**src/rtl/mux3_rr_sequencer_if.sv**
```systemverilog
// rtl/mux3_rr_sequencer_if.sv - request/data/select bundle between sources, sequencer and 3:1 mux checker
interface mux3_rr_sequencer_if #(
  parameter int WIDTH = 1
);
  logic             en;
  logic [2:0]       req;
  logic [WIDTH-1:0] D0;
  logic [WIDTH-1:0] D1;
  logic [WIDTH-1:0] D2;
  logic             Sel1;
  logic             Sel0;
  logic [2:0]       grant;
  logic [WIDTH-1:0] dout;
  logic             dout_valid;

  modport master (
    output en, req, D0, D1, D2,
    input  Sel1, Sel0, grant, dout, dout_valid
  );

  modport slave (
    input  en, req, D0, D1, D2,
    output Sel1, Sel0, grant, dout, dout_valid
  );
endinterface

```
**src/rtl/mux3_rr_sequencer.sv**
```systemverilog
// rtl/mux3_rr_sequencer.sv - round-robin 3:1 mux select sequencer with dwell limit and registered data
module mux3_rr_sequencer #(
  parameter int WIDTH = 1,
  parameter int DWELL = 4
) (
  input logic                  clk,
  input logic                  rst,
  mux3_rr_sequencer_if.slave   bus
);

  typedef enum logic {IDLE, GRANT} state_t;

  localparam logic [7:0] DWELL_RELOAD = 8'(DWELL - 1);
  localparam logic [1:0] SEL_NONE     = 2'b11;

  state_t           state, next_state;
  logic [1:0]       cur, next_cur;
  logic [1:0]       last, next_last;
  logic [7:0]       dwell_cnt, next_dwell;
  logic [1:0]       sel, next_sel;
  logic [2:0]       grant, next_grant;
  logic [WIDTH-1:0] dout;
  logic             dout_valid;

  logic [2:0]       cur_onehot;
  logic [2:0]       others;
  logic [2:0]       pick_src;
  logic [1:0]       pick_idx;

  // First asserted request scanning from the source after 'from', wrapping; 3 means none.
  function automatic logic [1:0] rr_pick(input logic [1:0] from, input logic [2:0] r);
    logic [1:0] o1, o2;
    o1 = (from == 2'd2) ? 2'd0 : from + 2'd1;
    o2 = (o1 == 2'd2) ? 2'd0 : o1 + 2'd1;
    if (r[o1])        return o1;
    else if (r[o2])   return o2;
    else if (r[from]) return from;
    else              return 2'd3;
  endfunction

  assign cur_onehot = 3'b001 << cur;
  assign others     = bus.req & ~cur_onehot;
  // In GRANT last==cur, so scanning 'others' from last gives the next source in rotation.
  assign pick_src   = (state == IDLE) ? bus.req : others;
  assign pick_idx   = rr_pick(last, pick_src);

  // Next-state, grant and select decision.
  always_comb begin
    logic do_pick;
    logic go_idle;
    do_pick    = 1'b0;
    go_idle    = 1'b0;
    next_state = state;
    next_cur   = cur;
    next_last  = last;
    next_dwell = dwell_cnt;
    next_sel   = sel;
    next_grant = grant;

    case (state)
      IDLE: begin
        if (bus.en && |bus.req) do_pick = 1'b1;
        else                    go_idle = 1'b1;
      end
      GRANT: begin
        if (!bus.en) begin
          go_idle = 1'b1;
        end else if (!bus.req[cur]) begin
          if (|others) do_pick = 1'b1;
          else         go_idle = 1'b1;
        end else if (dwell_cnt == 8'd0) begin
          if (|others) do_pick = 1'b1;
          else         next_dwell = DWELL_RELOAD;
        end else begin
          next_dwell = dwell_cnt - 8'd1;
        end
      end
      default: go_idle = 1'b1;
    endcase

    if (do_pick) begin
      next_state = GRANT;
      next_cur   = pick_idx;
      next_last  = pick_idx;
      next_sel   = pick_idx;
      next_grant = 3'b001 << pick_idx;
      next_dwell = DWELL_RELOAD;
    end else if (go_idle) begin
      next_state = IDLE;
      next_sel   = SEL_NONE;
      next_grant = 3'b000;
    end
  end

  // Arbitration state, select and grant registers.
  always_ff @(posedge clk) begin
    if (rst) begin
      state     <= IDLE;
      cur       <= 2'd0;
      last      <= 2'd2;
      dwell_cnt <= 8'd0;
      sel       <= SEL_NONE;
      grant     <= 3'b000;
    end else begin
      state     <= next_state;
      cur       <= next_cur;
      last      <= next_last;
      dwell_cnt <= next_dwell;
      sel       <= next_sel;
      grant     <= next_grant;
    end
  end

  // Mirror of the downstream 3:1 mux, one cycle behind the registered select.
  always_ff @(posedge clk) begin
    if (rst) begin
      dout       <= '0;
      dout_valid <= 1'b0;
    end else begin
      case (sel)
        2'd0:    dout <= bus.D0;
        2'd1:    dout <= bus.D1;
        2'd2:    dout <= bus.D2;
        default: dout <= '0;
      endcase
      dout_valid <= (sel != SEL_NONE);
    end
  end

  assign bus.Sel1       = sel[1];
  assign bus.Sel0       = sel[0];
  assign bus.grant      = grant;
  assign bus.dout       = dout;
  assign bus.dout_valid = dout_valid;

endmodule

```
**src/flat_wrapper.sv**
```systemverilog
// flat-port wrapper written by rule: the top's interface ports become plain ports
module mux3_rr_sequencer_flat 
#(
  parameter int WIDTH = 1,
  parameter int DWELL = 4
)
  (clk, rst, bus_en, bus_req, bus_D0, bus_D1, bus_D2, bus_Sel1, bus_Sel0, bus_grant, bus_dout, bus_dout_valid);
  mux3_rr_sequencer_if #(.WIDTH(WIDTH)) bus_i ();
  input logic clk;
  input logic rst;
  input wire logic [$bits(bus_i.en)-1:0] bus_en;
  input wire logic [$bits(bus_i.req)-1:0] bus_req;
  input wire logic [$bits(bus_i.D0)-1:0] bus_D0;
  input wire logic [$bits(bus_i.D1)-1:0] bus_D1;
  input wire logic [$bits(bus_i.D2)-1:0] bus_D2;
  output wire logic [$bits(bus_i.Sel1)-1:0] bus_Sel1;
  output wire logic [$bits(bus_i.Sel0)-1:0] bus_Sel0;
  output wire logic [$bits(bus_i.grant)-1:0] bus_grant;
  output wire logic [$bits(bus_i.dout)-1:0] bus_dout;
  output wire logic [$bits(bus_i.dout_valid)-1:0] bus_dout_valid;
  assign bus_i.en = bus_en;
  assign bus_i.req = bus_req;
  assign bus_i.D0 = bus_D0;
  assign bus_i.D1 = bus_D1;
  assign bus_i.D2 = bus_D2;
  assign bus_Sel1 = bus_i.Sel1;
  assign bus_Sel0 = bus_i.Sel0;
  assign bus_grant = bus_i.grant;
  assign bus_dout = bus_i.dout;
  assign bus_dout_valid = bus_i.dout_valid;
  mux3_rr_sequencer #(.WIDTH(WIDTH), .DWELL(DWELL)) u_core (.clk(clk), .rst(rst), .bus(bus_i));
endmodule
```
**config.mk**
```make
export PLATFORM = sky130hd
export DESIGN_NAME = mux3_rr_sequencer_flat
export DESIGN_NICKNAME = d
export VERILOG_FILES = /design/src/rtl/mux3_rr_sequencer_if.sv /design/src/rtl/mux3_rr_sequencer.sv /design/src/flat_wrapper.sv
export SDC_FILE = /design/constraint.sdc
export NUM_CORES = 1
export LEC_CHECK = 0
export CORE_MARGIN = 8
export CORE_UTILIZATION = 55
export CTS_BUF_LIST = sky130_fd_sc_hd__clkbuf_4
export CTS_CLUSTER_DIAMETER = 30
export DETAILED_ROUTE_END_ITERATION = 10
export PLACE_DENSITY_LB_ADDON = 0.08
export SLEW_MARGIN = 15
export SYNTH_ARGS = -nofsm -noshare
export SYNTH_HDL_FRONTEND = slang
export SYNTH_SLANG_ARGS = --single-unit
```
**constraint.sdc**
```tcl
create_clock -name clk -period 2.58 [get_ports clk]
set_input_delay 0.258 -clock clk [delete_from_list [all_inputs] [get_ports clk]]
set_output_delay 0.258 -clock clk [all_outputs]
set_load 0.01 [all_outputs]
```
==> run_results.csv, run 1 <==
group,metric,value,unit
cts,cts_sinks,19,
yosys,synth_edf_count,0,
pwr,power_density,498,nW/um^2
finish,final_cell_mix,"dfxtp_1 (19), clkdlybuf4s50_1 (15), a21oi_1 (10), nor2_1 (9)",
yosys,syn_nets,133,
drt,wl,2.40,mm
worst_hold_path,hold_depth,1,
global_routing,antenna_found_initial,0,
drt,num_vias,1009,
worst_hold_path,min_to,"u_core.bus.grant[1]",
finish,antennaDiodeCount,0,
finish,postLayoutCoreUtil,66.9,%
yosys,postSynth.asyncResetShare,0,%
cts,worstSkewPairLatency,290,ps
finish,syn_to_final_growth,17.8,%
critical_path,reg2reg_to,"u_core.bus.grant[2]",
die,die_h,60.5,um
yosys,synth_top_cell_by_area,"dfxtp_1",
cts,htree_levels,1,
global_routing,grt_util_all_layers,14.4,%
placed_design,gp_congestion,0.882,
yosys,synth_warnings,0,
critical_path,start_kind,"register",
drt,initialDrtViolationCount,26,
cts,cts_resized,0,
cts,cts_buffers,3,
die,initial_core_util,56.8,%
yosys,ys_seq_elements,19,
sta,fin_crit,2360,ps
yosys,synth_area_leaders,"dfxtp_1 (35%), a21oi_1 (4.6%), mux2i_1 (4.6%)",
placed_design,placed_cells,159,
critical_path,reg2reg_slack,220,ps
critical_path,r2r_start,"u_core.dwell_cnt[4]",
sta,max_freq,423,MHz
drt,drc,0,
finish,layout-drive-gt1-share,11.0,%
yosys,synthCells,122,
run,cap_viol_max_count,0,
sta,hold_viol_final,0,
critical_path,arrival,2560,ps
pwr,totalPowerFinal,641,uW
cts,cts_tree,"yes",
global_routing,grt_remaining_overflow,0,
yosys,synthFlopType,"dfxtp_1",
cts,post_cts_buffers,0,
cts,postCtsHoldBufs,0,
finish,fin_nets,148,
drt,first_pass_iters,4,
sta,relSlewSlack,68.0,%
critical_path,endpoint_kind,"register",
placed_design,io_buffers,15,
drt,viasPerCell,6.19,
drt,wl_per_cell,14.7,um
critical_path,crit_fanout,14,
cts,cts.clk_slew.worst_paths,110,ps
finish,final_common_cell,"dfxtp_1",
placed_design,dpl_cell_area,1260,sq um
die,dieArea,3670,sq um
global_routing,grt_max_degree,15,
critical_path,cp.required,2780,ps
cts,cts_root_buf,"clkbuf_4",
global_routing,grt_pass1_wl,4.09,mm
run_status,status,"complete, no violations",
pwr,power_leakage,0.000473,uW
pwr,irDropWorstVdd,0.365,mV
yosys,synth_top_area_share,34.9,%
global_routing,grt_pass1_vias,917,
sta,finalSetupViolCount,0,
cts,cts_buffer_depth,2,
sta,tightest_slew,474,ps
yosys,synth-seq-area-share,34.9,%
drt,antenna_left,0,
die,die_x,60.5,um
finish,fin_cells,163,
die,core,1920,sq um
sta,setup-tns-final,0,ps
sta,timing.final.max_slew_violations,0,
sta,finalClockSkew,2.71,ps
sta,rsz0062_at_grt,"false",
critical_path,path_class,"register to register",
placed_design,dp_hpwl,1.84,mm
finish,post-route-cell-area,1280,sq um
worst_hold_path,hold_path_class,"register to register",
critical_path,r2r_cells,5,
yosys,synth_area_per_cell,8.94,sq um
die,rows,16,
worst_hold_path,min_from,"u_core.bus.grant[1]",
die,io_pins,16,
sta,finalCritPeriodShare,91.6,%
yosys,ys_types,45,
yosys,syn_area,1090,sq um
-- metrics by stage --
step                hold WS, ps  setup WS [ps]
global route                502           69.6
global placement            453            277
CTS                         475            203
detailed placement          447            171
finish                      478            216
floorplan                   418            412
-- cells in the mapped netlist (all sizes together), types with 3 or more instances --
cell type,instances
buf,3
nand2,4
nor2,10
nor3,7
clkbuf,4
a31oi,3
dfxtp,19
o31ai,5
nand4,3
a21oi,10
inv,5
or4,6
mux2i,5
o21ai,4
nor2b,3
-- layout make-up --
| type | instances | area (sq um) |
|---|---|---|
| Sequential cell | 19 | 380 |
| Multi-Input combinational cell | 91 | 659 |
| Inverter | 5 | 18.8 |
| Fill cell | 165 | 637 |
| Clock inverter | 1 | 5.00 |
| Tap cell | 27 | 33.8 |
| Timing Repair Buffer | 17 | 165 |
| Clock buffer | 3 | 22.5 |
-- report_power, final --
group	switching (uW)	internal, uW	total [uW]
Combinational	87.1	72.6	160
Clock	94.3	57.7	152
Sequential	20.1	309	329
-- critical path, cell delays in order (launching register included) --
cell and delay, ps:
dfxtp_1 340, or4_4 560, or4b_4 570, nor2_2 390
nor3_1 170, a32o_1 240
-- flip-flops by register name, indices dropped and copies added, names as in the netlist --
register and cells:
u_core.state 1, u_core.bus.grant 3, u_core.last 2, u_core.sel 2
u_core.dwell_cnt 8, u_core.cur 1, u_core.bus.dout_valid 1, u_core.bus.dout 1
-- metal layers --
| layer | global-route usage, % | up-vias | wire length (um) |
|---|---|---|---|
| met4 | 5.32 | 0 | 13 |
| met2 | 23.6 | 30 | 1120 |
| met3 | 3.18 | 2 | 132 |
| met5 | 0 | - | 0 |
| li1 | - | 503 | - |
| met1 | 17.9 | 474 | 1130 |
-- cell families (layout without fill, tap and decap cells) --
family / Yosys count / in the layout / share of synthesized area (%)
AND/OR/NAND/NOR: 44 / 44 / 24.8
AO/OA/AOI/OAI: 40 / 40 / 28.8
flip-flops: 19 / 19 / 34.9
buffers and inverters: 12 / 26 / 4.70
multiplexers: 5 / 5 / 4.59
adder cells (fa/ha/maj): 2 / 2 / 2.29
-- worst max path at each step --
stage	from	endpoint	cells past startpoint
detailed placement	bus_req[0]	u_core.bus.grant[2]	6
global route	u_core.dwell_cnt[4]	u_core.bus.grant[2]	5
global placement	bus_req[0]	u_core.bus.grant[0]	6
CTS	u_core.dwell_cnt[4]	u_core.bus.grant[2]	5
floorplan	u_core.dwell_cnt[4]	u_core.dwell_cnt[2]	5
finish	u_core.dwell_cnt[4]	u_core.bus.grant[2]	5
Note: power is estimated with default switching activity, not from simulation.
==> run 2: changes to the inputs <==
--- a/config.mk
+++ b/config.mk
@@ -10,7 +10,9 @@
 export CTS_BUF_LIST = sky130_fd_sc_hd__clkbuf_4
 export CTS_CLUSTER_DIAMETER = 30
 export DETAILED_ROUTE_END_ITERATION = 10
+export MAX_ROUTING_LAYER = met4
 export PLACE_DENSITY_LB_ADDON = 0.08
+export SKIP_LAST_GASP = 1
 export SLEW_MARGIN = 15
 export SYNTH_ARGS = -nofsm -noshare
 export SYNTH_HDL_FRONTEND = slang
==> results of run 2 <==
Final layout, timing and power as in run 1 (identical DEF).
Main changes from that run: final weighted congestion in routability-driven placement 0.882 -> 0.897; overall routing resource usage 14.4% -> 14.8%
==> run 3: changes to the inputs <==
--- a/config.mk
+++ b/config.mk
@@ -6,8 +6,8 @@
 export NUM_CORES = 1
 export LEC_CHECK = 0
 export CORE_MARGIN = 8
-export CORE_UTILIZATION = 55
-export CTS_BUF_LIST = sky130_fd_sc_hd__clkbuf_4
+export CORE_UTILIZATION = 52
+export CTS_BUF_LIST = sky130_fd_sc_hd__clkbuf_4 sky130_fd_sc_hd__clkbuf_8 sky130_fd_sc_hd__clkbuf_16
 export CTS_CLUSTER_DIAMETER = 30
 export DETAILED_ROUTE_END_ITERATION = 10
 export MAX_ROUTING_LAYER = met4
==> run 3 against run 2 <==
  * Fmax decreased by 0.84%
  * Final area fell by 0.39%
  * Largest power group unchanged
  * Non-clock buffer count down 1
  * Largest cell class unchanged
  * Critical endpoint unchanged
  * Sequential share of layout area rose by 0.12 points
  * Count of clock-buffer cells in the layout increased by 1
  * Flip-flop and latch count did not move
==> run_results.csv, run 3 (same netlist as run 1, synthesis figures left out) <==
group,metric,value,unit
critical_path,path_class,"register to register",
finish,final_cell_mix,"dfxtp_1 (19), clkdlybuf4s50_1 (15), a21oi_1 (10), nor2_1 (9)",
critical_path,cp.depth,5,
sta,finalCritPeriodShare,92.4,%
pwr,seq_power_share,51.0,%
cts,cts_sinks,19,
pwr,irDropWorstVdd,0.289,mV
finish,largest_reg_flops,8,
critical_path,path_delay_family,"simple AND/OR/NAND/NOR gates",
pwr,swShare,30.1,%
pwr,power_density,504,nW/um^2
sta,timing.final.max_slew_violations,0,
drt,initialDrtViolationCount,36,
cts,post_cts_buffers,0,
finish,post-route-cell-area,1280,sq um
critical_path,slowest_delay,570,ps
sta,setup-tns-final,0,ps
cts,htree_levels,1,
cts,cts.clk_slew.worst_paths,110,ps
worst_hold_path,hold_path_class,"register to register",
sta,tightest_slew,535,ps
critical_path,slowest_stage,"or4_4",
critical_path,start_kind,"register",
critical_path,endpoint_kind,"register",
finish,layout-drive-gt1-share,10.4,%
sta,fin_crit,2380,ps
finish,final_common_cell,"dfxtp_1",
die,rows,16,
die,dieArea,3820,sq um
finish,reg.largest.list,"u_core.dwell_cnt x8, u_core.bus.grant x3",
global_routing,antenna_found_initial,0,
placed_design,io_buffers,15,
global_routing,grt_pass1_wl,4.11,mm
cts,postCtsHoldBufs,0,
placed_design,dp_slack,200,ps
placed_design,gp_congestion,0.833,
run,cap_viol_max_count,0,
finish,antennaDiodeCount,0,
cts,cts_buffer_depth,2,
cts,cts_tree,"yes",
critical_path,r2r_cells,5,
drt,antenna_left,0,
finish,fin_nets,147,
sta,max_freq,419,MHz
critical_path,cp.required,2770,ps
die,io_pins,16,
sta,rsz0062_at_grt,"false",
cts,worstSkewPairLatency,290,ps
sta,hold_viol_final,0,
critical_path,cp_cell_sequence,"or4_4 -> or4b_4 -> nor2_2 -> nor3_1 -> a32o_1",
die,die_x,61.8,um
critical_path,crit_buf_inv,0,
critical_path,arrival,2570,ps
placed_design,dp_hpwl,1.86,mm
die,core,1960,sq um
worst_hold_path,hold_depth,1,
global_routing,grt_remaining_overflow,0,
placed_design,dpl_cell_area,1250,sq um
pwr,p_comb_share,24.5,%
sta,setup_slack,196,ps
drt,num_vias,997,
critical_path,r2r_start,"u_core.dwell_cnt[4]",
sta,hold_ws,471,ps
run_status,status,"complete, no violations",
drt,first_pass_iters,4,
global_routing,grt_util_all_layers,14.3,%
finish,regMostFlops,"u_core.dwell_cnt",
pwr,totalPowerFinal,645,uW
cts,cts_root_buf,"clkbuf_4",
critical_path,crit_fanout,14,
worst_hold_path,min_from,"u_core.bus.grant[1]",
die,initial_core_util,55.6,%
global_routing,grt_pass1_vias,922,
pwr,power_leakage,0.000469,uW
critical_path,cp-startpoint,"u_core.dwell_cnt[4]",
pwr,p_clk_share,24.5,%
pwr,p_switching,194,uW
finish,syn_to_final_growth,17.3,%
drt,viasPerCell,6.15,
sta,finalClockSkew,6.87,ps
sta,finalSetupViolCount,0,
drt,drc,0,
pwr,cellInternalPower,451,uW
cts,cts_resized,0,
global_routing,grt_max_degree,15,
drt,wl,2.40,mm
die,die_h,61.8,um
sta,relSlewSlack,64.3,%
drt,wl_per_cell,14.8,um
cts,cts_buffers,3,
run 3: cell types whose count changed in the layout (fill, tap and decap cells not counted), sizes merged:
cell	previous run	this run
buf	2	1
clkinv	1	0
clkbuf	3	4
run 3: path summary, 6_finish.rpt:
| check | to | slack [ps] |
|---|---|---|
| hold / removal | u_core.bus.grant[1] | 470 |
| setup reg to reg | u_core.bus.grant[2] | 200 |
| setup / recovery | u_core.bus.grant[2] | 200 |
| hold reg to reg | u_core.bus.grant[1] | 470 |
run 3: area by class of cell:
| class | count | area [sq um] |
|---|---|---|
| flip-flops and latches | 19 | 380 |
| clock buffers | 4 | 30.0 |
| inverters | 5 | 18.8 |
| fillers | 179 | 682 |
| repair buffers | 16 | 158 |
| multi-input cells | 91 | 659 |
| well taps | 27 | 33.8 |
run 3: metal layers:
layer | up-vias | GRT usage [%] | share of wire, %
met2 | 21 | 21.4 | 44
met4 | 0 | 5.84 | 1.5
met3 | 4 | 2.88 | 5.0
li1 | 498 | - | -
met1 | 474 | 18.2 | 50
met5 | - | - | 0
run 3: metrics by stage:
step | utilization, % | std cells
3_3_place_gp | 63.7 | 158
3_5_place_dp | 63.7 | 158
4_1_cts | 65.2 | 162
6_report | 65.2 | 162
2_1_floorplan | - | 122
5_1_grt | 65.2 | 162
run 3: power groups by stage:
stage,sequential (uW),combinational (uW),clock (uW)
3_5_place_dp,335,157,0
3_3_place_gp,335,153,0
5_1_grt,332,173,179
6_report,329,158,158
2_1_floorplan,329,114,0
4_1_cts,329,157,160
